## config.mk

```make
export PLATFORM = sky130hd
export DESIGN_NAME = stft_frame_sched_flat
export DESIGN_NICKNAME = d
export VERILOG_FILES = /design/src/rtl/stft_frame_sched_if.sv /design/src/rtl/stft_frame_sched.sv /design/src/flat_wrapper.sv
export SDC_FILE = /design/constraint.sdc
export NUM_CORES = 1
export LEC_CHECK = 0
export BUFFER_PORTS_ARGS = -buffer_cell sky130_fd_sc_hd__buf_4
export CAP_MARGIN = 40
export CORE_ASPECT_RATIO = 1.4
export CORE_UTILIZATION = 55
export CTS_CLUSTER_SIZE = 8
export DETAILED_ROUTE_END_ITERATION = 10
export HOLD_SLACK_MARGIN = 0.05
export MAX_ROUTING_LAYER = met4
export PLACE_DENSITY = 0.74
export SLEW_MARGIN = 30
export SYNTH_ARGS = -nofsm -noshare
export SYNTH_HDL_FRONTEND = slang
export SYNTH_SLANG_ARGS = --single-unit
export TNS_END_PERCENT = 20
```

## constraint.sdc

```tcl
create_clock -name clk_i -period 3.25 [get_ports clk_i]
set_clock_uncertainty 0.15 [all_clocks]
set_input_delay 0.4875 -clock clk_i [delete_from_list [all_inputs] [get_ports clk_i]]
set_output_delay 0.4875 -clock clk_i [all_outputs]
set_load 0.05 [all_outputs]
```

## src/rtl/stft_frame_sched_if.sv

```systemverilog
// Bus between the STFT frame scheduler and its sample RAM / downstream window stage.
// The slave side is the scheduler. The master side drives samples and ready and observes the strobes.
interface stft_frame_sched_if #(
    parameter int AW = 8
);
    logic          ce_i;
    logic          ready_i;
    logic          wr_en_o;
    logic [AW-1:0] wr_addr_o;
    logic          rd_en_o;
    logic [AW-1:0] rd_addr_o;
    logic          frame_ce_o;
    logic          frame_start_o;
    logic          frame_last_o;
    logic          busy_o;
    logic          drop_o;
    logic          overrun_o;
    logic [15:0]   frame_count_o;

    modport slave (
        input  ce_i, ready_i,
        output wr_en_o, wr_addr_o, rd_en_o, rd_addr_o,
               frame_ce_o, frame_start_o, frame_last_o,
               busy_o, drop_o, overrun_o, frame_count_o
    );

    modport master (
        output ce_i, ready_i,
        input  wr_en_o, wr_addr_o, rd_en_o, rd_addr_o,
               frame_ce_o, frame_start_o, frame_last_o,
               busy_o, drop_o, overrun_o, frame_count_o
    );
endinterface

```

## src/rtl/stft_frame_sched.sv

```systemverilog
// STFT frame scheduler: writes samples into a circular RAM and streams out the latest
// FFT_SIZE addresses (oldest first) after priming and every HOP_SIZE samples.
module stft_frame_sched #(
    parameter int FFT_SIZE = 256,
    parameter int HOP_SIZE = 128,
    parameter int AW       = $clog2(FFT_SIZE)
) (
    input  logic              clk_i,
    input  logic              reset_i,
    stft_frame_sched_if.slave bus
);
    localparam int            CW        = AW + 1;
    localparam logic [CW-1:0] FULL_CNT  = CW'(FFT_SIZE);
    localparam logic [CW-1:0] FILL_LAST = CW'(FFT_SIZE - 1);
    localparam logic [CW-1:0] HOP_LAST  = CW'(HOP_SIZE - 1);
    localparam logic [AW-1:0] IDX_LAST  = AW'(FFT_SIZE - 1);
    localparam logic [AW-1:0] ONE_A     = AW'(1);
    localparam logic [CW-1:0] ONE_C     = CW'(1);

    typedef enum logic [1:0] {PRIME, IDLE, READ} state_t;

    state_t        state_q;
    logic [AW-1:0] wr_ptr_q;
    logic [AW-1:0] rd_ptr_q;
    logic [AW-1:0] rd_idx_q;
    logic [AW-1:0] pend_addr_q;
    logic [CW-1:0] fill_cnt_q;
    logic [CW-1:0] hop_cnt_q;
    logic [CW-1:0] wr_cnt_q;
    logic [CW-1:0] pend_wr_cnt_q;
    logic          pend_q;
    logic          frame_ce_q;
    logic          frame_start_q;
    logic          frame_last_q;
    logic          drop_q;
    logic          overrun_q;
    logic [15:0]   frame_count_q;

    logic          rd_en;
    logic          trig;
    logic          frame_end;
    logic          overrun_d;
    logic          drop_d;
    logic [AW-1:0] start_addr;
    logic [CW-1:0] wr_cnt_d;
    logic [CW-1:0] pend_wr_cnt_d;

    assign rd_en      = (state_q == READ) && bus.ready_i && !reset_i;
    assign trig       = bus.ce_i && ((state_q == PRIME) ? (fill_cnt_q == FILL_LAST)
                                                        : (hop_cnt_q == HOP_LAST));
    // The slot just written plus one is the oldest sample still in the RAM.
    assign start_addr = wr_ptr_q + ONE_A;
    assign frame_end  = rd_en && (rd_idx_q == IDX_LAST);
    assign drop_d     = trig && (state_q == READ) && pend_q;

    assign wr_cnt_d      = (bus.ce_i && (wr_cnt_q != FULL_CNT)) ? wr_cnt_q + ONE_C : wr_cnt_q;
    assign pend_wr_cnt_d = (bus.ce_i && (pend_wr_cnt_q != FULL_CNT)) ? pend_wr_cnt_q + ONE_C
                                                                      : pend_wr_cnt_q;
    // A write lands on frame index wr_cnt; unread unless this cycle's read already passed it.
    assign overrun_d  = bus.ce_i && (state_q == READ) &&
                        (wr_cnt_q >= ({1'b0, rd_idx_q} + CW'(rd_en)));

    always_ff @(posedge clk_i) begin
        if (reset_i) begin
            state_q       <= PRIME;
            wr_ptr_q      <= '0;
            rd_ptr_q      <= '0;
            rd_idx_q      <= '0;
            pend_addr_q   <= '0;
            fill_cnt_q    <= '0;
            hop_cnt_q     <= '0;
            wr_cnt_q      <= '0;
            pend_wr_cnt_q <= '0;
            pend_q        <= 1'b0;
            frame_ce_q    <= 1'b0;
            frame_start_q <= 1'b0;
            frame_last_q  <= 1'b0;
            drop_q        <= 1'b0;
            overrun_q     <= 1'b0;
            frame_count_q <= '0;
        end else begin
            frame_ce_q    <= rd_en;
            frame_start_q <= rd_en && (rd_idx_q == '0);
            frame_last_q  <= frame_end;
            overrun_q     <= overrun_d;
            drop_q        <= drop_d;
            if (frame_end) begin
                frame_count_q <= frame_count_q + 16'd1;
            end
            if (bus.ce_i) begin
                wr_ptr_q <= wr_ptr_q + ONE_A;
            end

            if (state_q == PRIME) begin
                hop_cnt_q <= '0;
                if (bus.ce_i) begin
                    fill_cnt_q <= fill_cnt_q + ONE_C;
                end
            end else if (bus.ce_i) begin
                hop_cnt_q <= trig ? '0 : hop_cnt_q + ONE_C;
            end

            case (state_q)
                PRIME, IDLE: begin
                    if (trig) begin
                        state_q  <= READ;
                        rd_ptr_q <= start_addr;
                        rd_idx_q <= '0;
                        wr_cnt_q <= '0;
                    end
                end
                READ: begin
                    wr_cnt_q      <= wr_cnt_d;
                    pend_wr_cnt_q <= pend_wr_cnt_d;
                    if (rd_en) begin
                        rd_ptr_q <= rd_ptr_q + ONE_A;
                        rd_idx_q <= rd_idx_q + ONE_A;
                    end
                    if (frame_end) begin
                        // A trigger arriving with the last read chains straight into the next frame.
                        if (pend_q) begin
                            rd_ptr_q <= pend_addr_q;
                            rd_idx_q <= '0;
                            wr_cnt_q <= pend_wr_cnt_d;
                            pend_q   <= 1'b0;
                        end else if (trig) begin
                            rd_ptr_q <= start_addr;
                            rd_idx_q <= '0;
                            wr_cnt_q <= '0;
                        end else begin
                            state_q <= IDLE;
                        end
                    end else if (trig && !pend_q) begin
                        pend_q        <= 1'b1;
                        pend_addr_q   <= start_addr;
                        pend_wr_cnt_q <= '0;
                    end
                end
                default: state_q <= PRIME;
            endcase
        end
    end

    assign bus.wr_en_o       = bus.ce_i;
    assign bus.wr_addr_o     = wr_ptr_q;
    assign bus.rd_en_o       = rd_en;
    assign bus.rd_addr_o     = rd_ptr_q;
    assign bus.busy_o        = (state_q == READ);
    assign bus.frame_ce_o    = frame_ce_q;
    assign bus.frame_start_o = frame_start_q;
    assign bus.frame_last_o  = frame_last_q;
    assign bus.drop_o        = drop_q;
    assign bus.overrun_o     = overrun_q;
    assign bus.frame_count_o = frame_count_q;
endmodule

```

## src/flat_wrapper.sv

```systemverilog
// flat-port wrapper written by rule: the top's interface ports become plain ports
module stft_frame_sched_flat 
#(
    parameter int FFT_SIZE = 256,
    parameter int HOP_SIZE = 128,
    parameter int AW       = $clog2(FFT_SIZE)
)
  (clk_i, reset_i, bus_ce_i, bus_ready_i, bus_wr_en_o, bus_wr_addr_o, bus_rd_en_o, bus_rd_addr_o, bus_frame_ce_o, bus_frame_start_o, bus_frame_last_o, bus_busy_o, bus_drop_o, bus_overrun_o, bus_frame_count_o);
  stft_frame_sched_if #(.AW(AW)) bus_i ();
  input  logic clk_i;
  input  logic reset_i;
  input wire logic [$bits(bus_i.ce_i)-1:0] bus_ce_i;
  input wire logic [$bits(bus_i.ready_i)-1:0] bus_ready_i;
  output wire logic [$bits(bus_i.wr_en_o)-1:0] bus_wr_en_o;
  output wire logic [$bits(bus_i.wr_addr_o)-1:0] bus_wr_addr_o;
  output wire logic [$bits(bus_i.rd_en_o)-1:0] bus_rd_en_o;
  output wire logic [$bits(bus_i.rd_addr_o)-1:0] bus_rd_addr_o;
  output wire logic [$bits(bus_i.frame_ce_o)-1:0] bus_frame_ce_o;
  output wire logic [$bits(bus_i.frame_start_o)-1:0] bus_frame_start_o;
  output wire logic [$bits(bus_i.frame_last_o)-1:0] bus_frame_last_o;
  output wire logic [$bits(bus_i.busy_o)-1:0] bus_busy_o;
  output wire logic [$bits(bus_i.drop_o)-1:0] bus_drop_o;
  output wire logic [$bits(bus_i.overrun_o)-1:0] bus_overrun_o;
  output wire logic [$bits(bus_i.frame_count_o)-1:0] bus_frame_count_o;
  assign bus_i.ce_i = bus_ce_i;
  assign bus_i.ready_i = bus_ready_i;
  assign bus_wr_en_o = bus_i.wr_en_o;
  assign bus_wr_addr_o = bus_i.wr_addr_o;
  assign bus_rd_en_o = bus_i.rd_en_o;
  assign bus_rd_addr_o = bus_i.rd_addr_o;
  assign bus_frame_ce_o = bus_i.frame_ce_o;
  assign bus_frame_start_o = bus_i.frame_start_o;
  assign bus_frame_last_o = bus_i.frame_last_o;
  assign bus_busy_o = bus_i.busy_o;
  assign bus_drop_o = bus_i.drop_o;
  assign bus_overrun_o = bus_i.overrun_o;
  assign bus_frame_count_o = bus_i.frame_count_o;
  stft_frame_sched #(.FFT_SIZE(FFT_SIZE), .HOP_SIZE(HOP_SIZE), .AW(AW)) u_core (.clk_i(clk_i), .reset_i(reset_i), .bus(bus_i));
endmodule
```

==> reports/results.tsv, run 1 <==
metric	value	unit
Die X	83.3	µm
DIE AREA	0.00966	mm²
EDFF count, synth	0	
clk root buf	clkbuf_16	
DP HPWL	8240	µm
Max Freq	362	MHz
Clk Latency, worst-skew pair	0.34	ns
number of max-cap violations	0	
Post-CTS Resized	0	
RSZ-0062 raised after global routing	no	
max_slew headroom	52.4	%
crit end category	register	
Critical Path AT	2.82	ns
Sink Count	92	
Syn Nets	619	
port bufs	43	
fin area	0.00568	mm²
Initial DRT Pass Iterations	4	
hold buffers post-CTS	0	
grt total ovfl	0	
async set or reset register ratio after synthesis	0	%
worst min path class	input pin to register	
Area Growth Syn to Fin	11.6	%
CORE AREA	0.00898	mm²
GPL Wtd Cong	0.890	
TritonCTS clock tree	yes	
drt drc	0	
effective utilization at floorplan	56.7	%
synth unique cells	71	
DR WL/cell	15.9	µm
status	completed	
Core Rows	41	
synthesized flop and latch total	92	
Slowest-stage cell, CP	or4bb_1	
io pins	44	
die height	116	µm
Setup TNS	0	ns
Syn Inst Count	592	
Ys Warns	0	
antenna viol nets, final	0	
Final setup viols	0	
highest metal used	met4	
vias in the first global route	4185	
cts bufs inserted	9	
R2R cell count	10	
first-pass GRT wire length	19400	µm
DRT iter0 DRCs	314	
H-Tree Depth	3	
layout cell share with drive strength beyond 1	13.9	%
final hold violation count	0	
Slew @ Worst Pin	0.706	ns
Metal-1 WL	4850	µm
predominant post-synthesis flop cell	dfxtp_1	
Final Cycle Share	84.9	%
CP Class	register to register	
sequential fraction of the synthesis area	36.2	%
CTS Buffer Depth	2	
area of the mapped netlist	0.00509	mm²
Post-DP Area	0.00537	mm²
Max FO, Critical Path	11	
gr usage total	25.3	%
worst path cell trace	ha_1 > nand3_1 > nor2_1 > ha_1 > or4bb_1 > o41ai_2 > nor3b_2 > buf_4 > mux2i_1 > nor2_1	
ant diodes	0	
post-CTS setup buffers	0	
initial antenna violation count	0	
Req. time, crit path	3.31	ns
worst vdd ir	0.000315	V
slowest cell delay on critical path	0.54	ns
post-layout minimum cycle time	2.76	ns
Hold Path Depth	3	
clock slew at reported path FFs	0.06	ns
final WL	11700	µm
layout net count	650	
wire length on met3	435	µm
Mean Syn Cell Area	8.60	µm²
leakage power	2.18	nW
routed vias/inst	5.93	
largest net degree at the start of global routing	84	
Startpoint Class	register	
Final Max Slew Viols	0	
metal2 WL	6180	µm
total number of vias	4362	
pwr/cell area	399	mW/mm²
[per-stage QoR]
stage | cells | setup slack, ns | hold slack, ns | utilization [%] | power, mW
5_1_grt | 735 | 0.290 | 0.304 | 63.3 | 2.32
6_report | 735 | 0.491 | 0.294 | 63.3 | 2.27
3_3_place_gp | 718 | 0.564 | 0.317 | 59.8 | 1.24
2_1_floorplan | 592 | 0.570 | 0.309 | - | 1.23
4_1_cts | 734 | 0.455 | 0.296 | 63.1 | 2.27
3_5_place_dp | 718 | 0.471 | 0.335 | 59.8 | 1.24
[cells in the mapped netlist (all sizes together), types with 2 or more instances]
cell type,n,area (µm²)
nor4b,2,17.5
o21a,4,30.0
nor2b,4,25.0
clkbuf,16,93.8
nand4,16,128
o32ai,2,17.5
or4,2,18.8
o31ai,2,28.8
a22oi,6,58.8
or3,8,50.1
buf,17,155
mux2i,10,100
a32oi,2,17.5
a21o,3,22.5
nand3,21,105
and4,6,52.6
inv,20,77.6
nor3b,6,55.1
and3,15,93.8
nor4,3,18.8
nor2,75,284
o22ai,5,37.5
ha,23,288
a211oi,7,62.6
o22a,2,17.5
a221oi,5,43.8
nand2,51,191
dfxtp,92,1840
a311oi,2,17.5
o221ai,2,17.5
a21oi,35,179
nand3b,5,50.1
nor3,17,85.1
xor2,37,324
o21ai,27,135
and2,4,25.0
a31oi,5,31.3
xnor2,19,166
nand2b,3,26.3
[metal layers]
layer	vias to the layer above	GRT usage, %
met4	0	10.5
li1	2154	-
met1	2082	27.5
met2	107	45.9
met5	-	-
met3	19	4.27
[worst paths after layout]
path	start	to	slack (ns)
hold / removal	bus_ready_i	u_core.bus.frame_ce_o$_SDFF_PP0_	0.29
setup reg to reg	u_core.fill_cnt_q[0]$_SDFFE_PP0P_	u_core.pend_addr_q[2]$_SDFFE_PP0P_	0.49
setup / recovery	u_core.fill_cnt_q[0]$_SDFFE_PP0P_	u_core.pend_addr_q[2]$_SDFFE_PP0P_	0.49
hold reg to reg	u_core.pend_addr_q[6]$_SDFFE_PP0P_	u_core.pend_addr_q[6]$_SDFFE_PP0P_	0.35
[critical path, delay by kind of cell (launching register included)]
kind,cells,cell delay (ns)
buffers and inverters,1,0.25
flip-flops,1,0.37
multiplexers,1,0.21
AND/OR/NAND/NOR,5,1.12
adder cells (fa/ha/maj),2,0.39
AO/OA/AOI/OAI,1,0.16
[final cells by class]
cell class / count / area [µm²]
Fill cell: 755 / 3290
Multi-Input combinational cell: 447 / 2930
Sequential cell: 92 / 1840
Timing Repair Buffer: 53 / 410
Clock buffer: 12 / 246
Tap cell: 107 / 134
Inverter: 20 / 77.6
Clock inverter: 4 / 48.8
[cells in the final DEF, fill, tap and decap left out, types with 15 or more instances in the layout]
cell type and instances:
buf_4 52, o21ai_0 25, xnor2_1 19, nor2_1 74
nor3_1 17, ha_1 23, inv_1 17, nand2_1 51
nand3_1 21, and3_1 15, xor2_1 37, a21oi_1 34
dfxtp_1 92
[registers in the layout (all words and copies together), names as in the netlist]
signal / flops
u_core.bus.frame_count_o: 16
u_core.bus.frame_last_o: 1
u_core.pend_addr_q: 8
u_core.hop_cnt_q: 9
u_core.bus.rd_addr_o: 8
u_core.state_q: 2
u_core.rd_idx_q: 8
u_core.bus.frame_start_o: 1
u_core.bus.frame_ce_o: 1
u_core.bus.wr_addr_o: 8
u_core.wr_cnt_q: 9
u_core.fill_cnt_q: 9
u_core.bus.overrun_o: 1
u_core.pend_q: 1
u_core.bus.drop_o: 1
u_core.pend_wr_cnt_q: 9
[power by group]
group	total, mW	internal (mW)	leakage [nW]	switching (mW)
clock	1.05	0.617	0.147	0.432
combinational	0.0805	0.0278	1.29	0.0527
sequential	1.14	1.13	0.742	0.00730
total	2.27	1.78	2.18	0.492
[cells by family after synthesis]
group                    count (synthesis)  synth area share [%]
flip-flops                              92                  36.2
buffers and inverters                   53                  6.41
XOR/XNOR                                56                  9.63
adder cells (fa/ha/maj)                 23                  5.65
AO/OA/AOI/OAI                          118                  15.8
multiplexers                            10                  1.97
AND/OR/NAND/NOR                        240                  24.4
Note: power is estimated with default switching activity, not from simulation.
==> run 2: changes to the inputs <==
- clock period: 3.25 -> 2.6 ns (I/O delays scaled with it)
==> reports/results.tsv, run 2 (synthesized netlist as in run 1, its figures left out) <==
metric	value	unit
Final Cycle Share	97.3	%
fin area	0.00587	mm²
DRT iter0 DRCs	300	
worst min path class	input pin to register	
wire length on met3	480	µm
Metal-1 WL	4830	µm
layout cell share with drive strength beyond 1	17.6	%
final hold violation count	0	
ant diodes	0	
R2R Path End	u_core.pend_addr_q[1]$_SDFFE_PP0P_	
H-Tree Depth	3	
Setup TNS	0	ns
WP depth	10	
effective utilization at floorplan	56.7	%
die height	116	µm
clk root buf	clkbuf_16	
Placed Instances	735	
max_slew headroom	66.4	%
cell mode on critical path	nor2_1	
layout net count	670	
Final Util	65.4	%
PnR Total Power	2.74	mW
Max Freq	395	MHz
antenna viol nets, final	0	
worst path cell trace	ha_4 > nand3_1 > nor2_1 > ha_2 > or4bb_4 > o41ai_4 > nor3b_4 > buf_6 > mux2i_1 > nor2_1	
Post-DP Area	0.00550	mm²
initial antenna violation count	0	
CP Class	register to register	
Final Max Slew Viols	0	
metal2 WL	6180	µm
most frequent cells in the layout	dfxtp_1, nor2_1, buf_4, nand2_1, xor2_1	
grt total ovfl	0	
Initial DRT Pass Iterations	5	
dpl ws	-0.00927	ns
critical hold path startpoint	bus_ready_i	
gr usage total	25.3	%
final WL	11900	µm
total number of vias	4481	
internal power	2.15	mW
most common cell after layout, fill and taps aside	dfxtp_1	
Max FO, Critical Path	8	
routed vias/inst	5.94	
worst vdd ir	0.000447	V
hold path endpoint	u_core.bus.frame_ce_o$_SDFF_PP0_	
CTS Buffer Depth	2	
slowest cell delay on critical path	0.55	ns
RSZ-0062 raised after global routing	yes	
CORE AREA	0.00898	mm²
port bufs	43	
switching part of the total	21.6	%
largest net degree at the start of global routing	84	
GPL Wtd Cong	0.957	
io pins	44	
Req. time, crit path	2.67	ns
Slowest-stage cell, CP	or4bb_4	
leakage power	2.32	nW
setup ws final	0.0699	ns
drt drc	0	
R2R Setup Slk	0.07	ns
Core Rows	41	
WHS	0.218	ns
Psw	593	µW
Hold Path Depth	3	
vias in the first global route	4229	
R2R cell count	10	
Die X	83.3	µm
Critical Path AT	2.60	ns
Seq pwr share	52.1	%
max reg flops	16	
delay-heaviest family, CP	simple AND/OR/NAND/NOR gates	
highest metal used	met4	
combinational share of power	3.8	%
number of max-cap violations	0	
DR WL/cell	15.7	µm
Sink Count	92	
Startpoint Class	register	
DP HPWL	8320	µm
first-pass GRT wire length	19200	µm
Clk Latency, worst-skew pair	0.34	ns
clock slew at reported path FFs	0.06	ns
hold buffers post-CTS	0	
status	completed	
Slew @ Worst Pin	0.504	ns
Final setup viols	0	
FF-to-FF Start	u_core.fill_cnt_q[0]$_SDFFE_PP0P_	
TritonCTS clock tree	yes	
pwr/cell area	467	mW/mm²
worst path bufs/invs	1	
worst setup path startpoint	u_core.fill_cnt_q[0]$_SDFFE_PP0P_	
clock power share	44.1	%
fin cells	754	
post-layout minimum cycle time	2.53	ns
crit end category	register	
cts bufs inserted	9	
Area Growth Syn to Fin	15.3	%
DIE AREA	0.00966	mm²
-- run 2: per-layer routing --
layer	track usage (%)	up-vias
li1	-	2193
met2	44.2	130
met5	-	-
met3	3.42	36
met4	14.5	0
met1	27.8	2122
-- run 2: cell type report --
type / count / area (µm²)
well taps: 107 / 134
fillers: 760 / 3110
inverters: 20 / 77.6
repair buffers: 73 / 573
clock inverters: 2 / 10.0
multi-input cells: 447 / 2970
clock buffers: 13 / 260
flip-flops and latches: 92 / 1850
-- run 2: worst max-delay path by stage --
| stage | endpoint |
|---|---|
| after global placement | u_core.pend_addr_q[2]$_SDFFE_PP0P_ |
| after detailed placement | u_core.pend_wr_cnt_q[4]$_SDFFE_PP0N_ |
| after floorplan | u_core.bus.overrun_o$_SDFF_PP0_ |
| final | u_core.pend_addr_q[1]$_SDFFE_PP0P_ |
| after global routing | u_core.wr_cnt_q[3]$_SDFFE_PP0P_ |
| after CTS | u_core.pend_addr_q[1]$_SDFFE_PP0P_ |
-- run 2: tightest hold or removal path, delay by kind of cell --
kind	cells	cell delay, ns
buf+inv	2	0.16
simple gates	1	0.12
-- run 2: power by group through the flow --
stage	sequential, mW	clock [mW]	combinational [mW]
2_1_floorplan	1.47	0	0.0649
4_1_cts	1.43	1.23	0.0954
5_1_grt	1.43	1.28	0.115
3_3_place_gp	1.46	0	0.0940
3_5_place_dp	1.46	0	0.0951
6_report	1.43	1.21	0.105
-- run 2: repair_timing --
action,4_1_cts,5_1_grt
buffers inserted,0,2
cloned,0,1
pin swaps,0,2
gates resized for setup,2,11
endpoints found under the setup margin,7,18
==> run 3: changes to the inputs <==
- CORE_UTILIZATION: 55 -> 54
- PLACE_DENSITY: 0.74 -> 0.76
- clock period: 2.6 -> 2.1 ns (I/O delays scaled with it)
==> reports/results.tsv, run 3 (synthesized netlist as in run 1, its figures left out) <==
metric	value	unit
CP Class	register to register	
WHS	0.241	ns
Clk Latency, worst-skew pair	0.35	ns
io pins	44	
pwr/cell area	550	mW/mm²
Slowest-stage cell, CP	or4bb_4	
final hold violation count	0	
clock slew at reported path FFs	0.07	ns
Core Rows	41	
largest net degree at the start of global routing	84	
most common cell after layout, fill and taps aside	buf_4	
ant diodes	0	
initial antenna violation count	0	
status	finished, violations left	
critical hold path startpoint	bus_ready_i	
delay-heaviest family, CP	simple AND/OR/NAND/NOR gates	
worst path cell trace	ha_4 > nand3_2 > nor2_2 > ha_2 > or4bb_4 > o41ai_4 > nor3b_4 > buf_6 > buf_6 > nor2_4 > a211oi_2	
layout net count	724	
dpl ws	-0.399	ns
Startpoint Class	register	
register area	0.00185	mm²
multi-input logic area	0.00316	mm²
Initial DRT Pass Iterations	8	
CTS Buffer Depth	2	
die height	117	µm
crit end category	register	
failing checks	DRC, setup timing	
first-pass GRT wire length	20700	µm
number of max-cap violations	0	
max reg flops	16	
clk root buf	clkbuf_16	
final WL	13200	µm
DR WL/cell	16.3	µm
port bufs	43	
Die X	84.1	µm
R2R cell count	11	
Area Growth Syn to Fin	29.6	%
FF-to-FF Start	u_core.fill_cnt_q[0]$_SDFFE_PP0P_	
routed vias/inst	5.80	
worst setup path startpoint	u_core.fill_cnt_q[0]$_SDFFE_PP0P_	
most frequent cells in the layout	buf_4, dfxtp_1, nor2_1, nand2_1, xor2_1	
Final setup viols	43	
Hold Path Depth	4	
R2R Path End	u_core.pend_addr_q[7]$_SDFFE_PP0P_	
Max FO, Critical Path	5	
TritonCTS clock tree	yes	
Final Cycle Share	119	%
gr usage total	27.1	%
DP HPWL	9120	µm
slowest cell delay on critical path	0.48	ns
DIE AREA	0.00983	mm²
Req. time, crit path	2.21	ns
effective utilization at floorplan	56.1	%
drt drc	8	
R2R Setup Slk	-0.41	ns
DRT iter0 DRCs	259	
max_slew headroom	72.2	%
total number of vias	4695	
Sink Count	92	
fill cell count	656	
Slew @ Worst Pin	0.417	ns
Max Freq	399	MHz
cell mode on critical path	buf_6	
grt total ovfl	0	
worst path bufs/invs	2	
H-Tree Depth	3	
Critical Path AT	2.62	ns
hold path endpoint	u_core.bus.frame_ce_o$_SDFF_PP0_	
post-layout minimum cycle time	2.51	ns
worst vdd ir	0.000521	V
worst min path class	input pin to register	
antenna viol nets, final	0	
CORE AREA	0.00908	mm²
leakage power	2.66	nW
cts bufs inserted	9	
RSZ-0062 raised after global routing	yes	
GPL Wtd Cong	0.869	
Final Max Slew Viols	0	
layout cell share with drive strength beyond 1	29.5	%
setup ws final	-0.408	ns
vias in the first global route	4475	
==> run 3: worst max-delay path by stage <==
| stage | endpoint | slack [ns] | cells past startpoint |
|---|---|---|---|
| after detailed placement | u_core.pend_addr_q[3]$_SDFFE_PP0P_ | -0.40 | 11 |
| after global routing | u_core.pend_addr_q[7]$_SDFFE_PP0P_ | -0.49 | 11 |
| final | u_core.pend_addr_q[7]$_SDFFE_PP0P_ | -0.41 | 11 |
| after global placement | u_core.pend_addr_q[7]$_SDFFE_PP0P_ | -0.31 | 11 |
| after floorplan | u_core.bus.overrun_o$_SDFF_PP0_ | -0.21 | 14 |
| after CTS | u_core.pend_addr_q[7]$_SDFFE_PP0P_ | -0.42 | 11 |
==> run 3: worst reg2reg max path: stages (launching register included) <==
cell and delay (ns):
dfxtp_2 0.36, ha_4 0.14, nand3_2 0.06, nor2_2 0.09
ha_2 0.18, or4bb_4 0.48, o41ai_4 0.10, nor3b_4 0.31
buf_6 0.17, buf_6 0.13, nor2_4 0.05, a211oi_2 0.21
==> run 3: timing repair <==
action | 4_1_cts | 5_1_grt
setup endpoints to repair | 55 | 57
setup buffers | 1 | 7
pin swaps | 4 | 27
hold buffers | 0 | 0
gates cloned | 1 | 0
gates resized for setup | 20 | 33
==> run 3: where the power goes <==
group | total (mW) | internal (mW) | switching [mW]
registers | 1.76 | 1.75 | 0.00907
logic | 0.146 | 0.0560 | 0.0898
clock network | 1.73 | 1.01 | 0.720
==> run 3: layout make-up <==
type                    instances  share of cell area (%)
inverters                      20                    1.29
flip-flops and latches         92                    28.1
clock buffers                  10                    3.79
repair buffers                127                    15.9
multi-input cells             447                    47.9
well taps                     107                    2.03
clock inverters                 6                    1.04
==> run 3: layer usage <==
metal / vias up / share of wire [%] / GRT usage, %
met2: 120 / 53 / 50.2
met5: - / 0 / -
met1: 2240 / 41 / 29.0
met3: 21 / 3.8 / 4.07
li1: 2314 / - / -
met4: 0 / 1.7 / 11.1
==> run 3: through the flow <==
step / setup TNS, ns / cell area [µm²] / util (%) / total power, mW / cells
floorplan: -6.17 / 5230 / - / 1.90 / 592
global placement: -7.84 / 6020 / 66.3 / 1.93 / 783
detailed placement: -10.41 / 6020 / 66.3 / 1.94 / 783
CTS: -11.21 / 6420 / 70.7 / 3.65 / 801
global route: -12.60 / 6600 / 72.7 / 3.75 / 809
finish: -8.51 / 6600 / 72.7 / 3.63 / 809
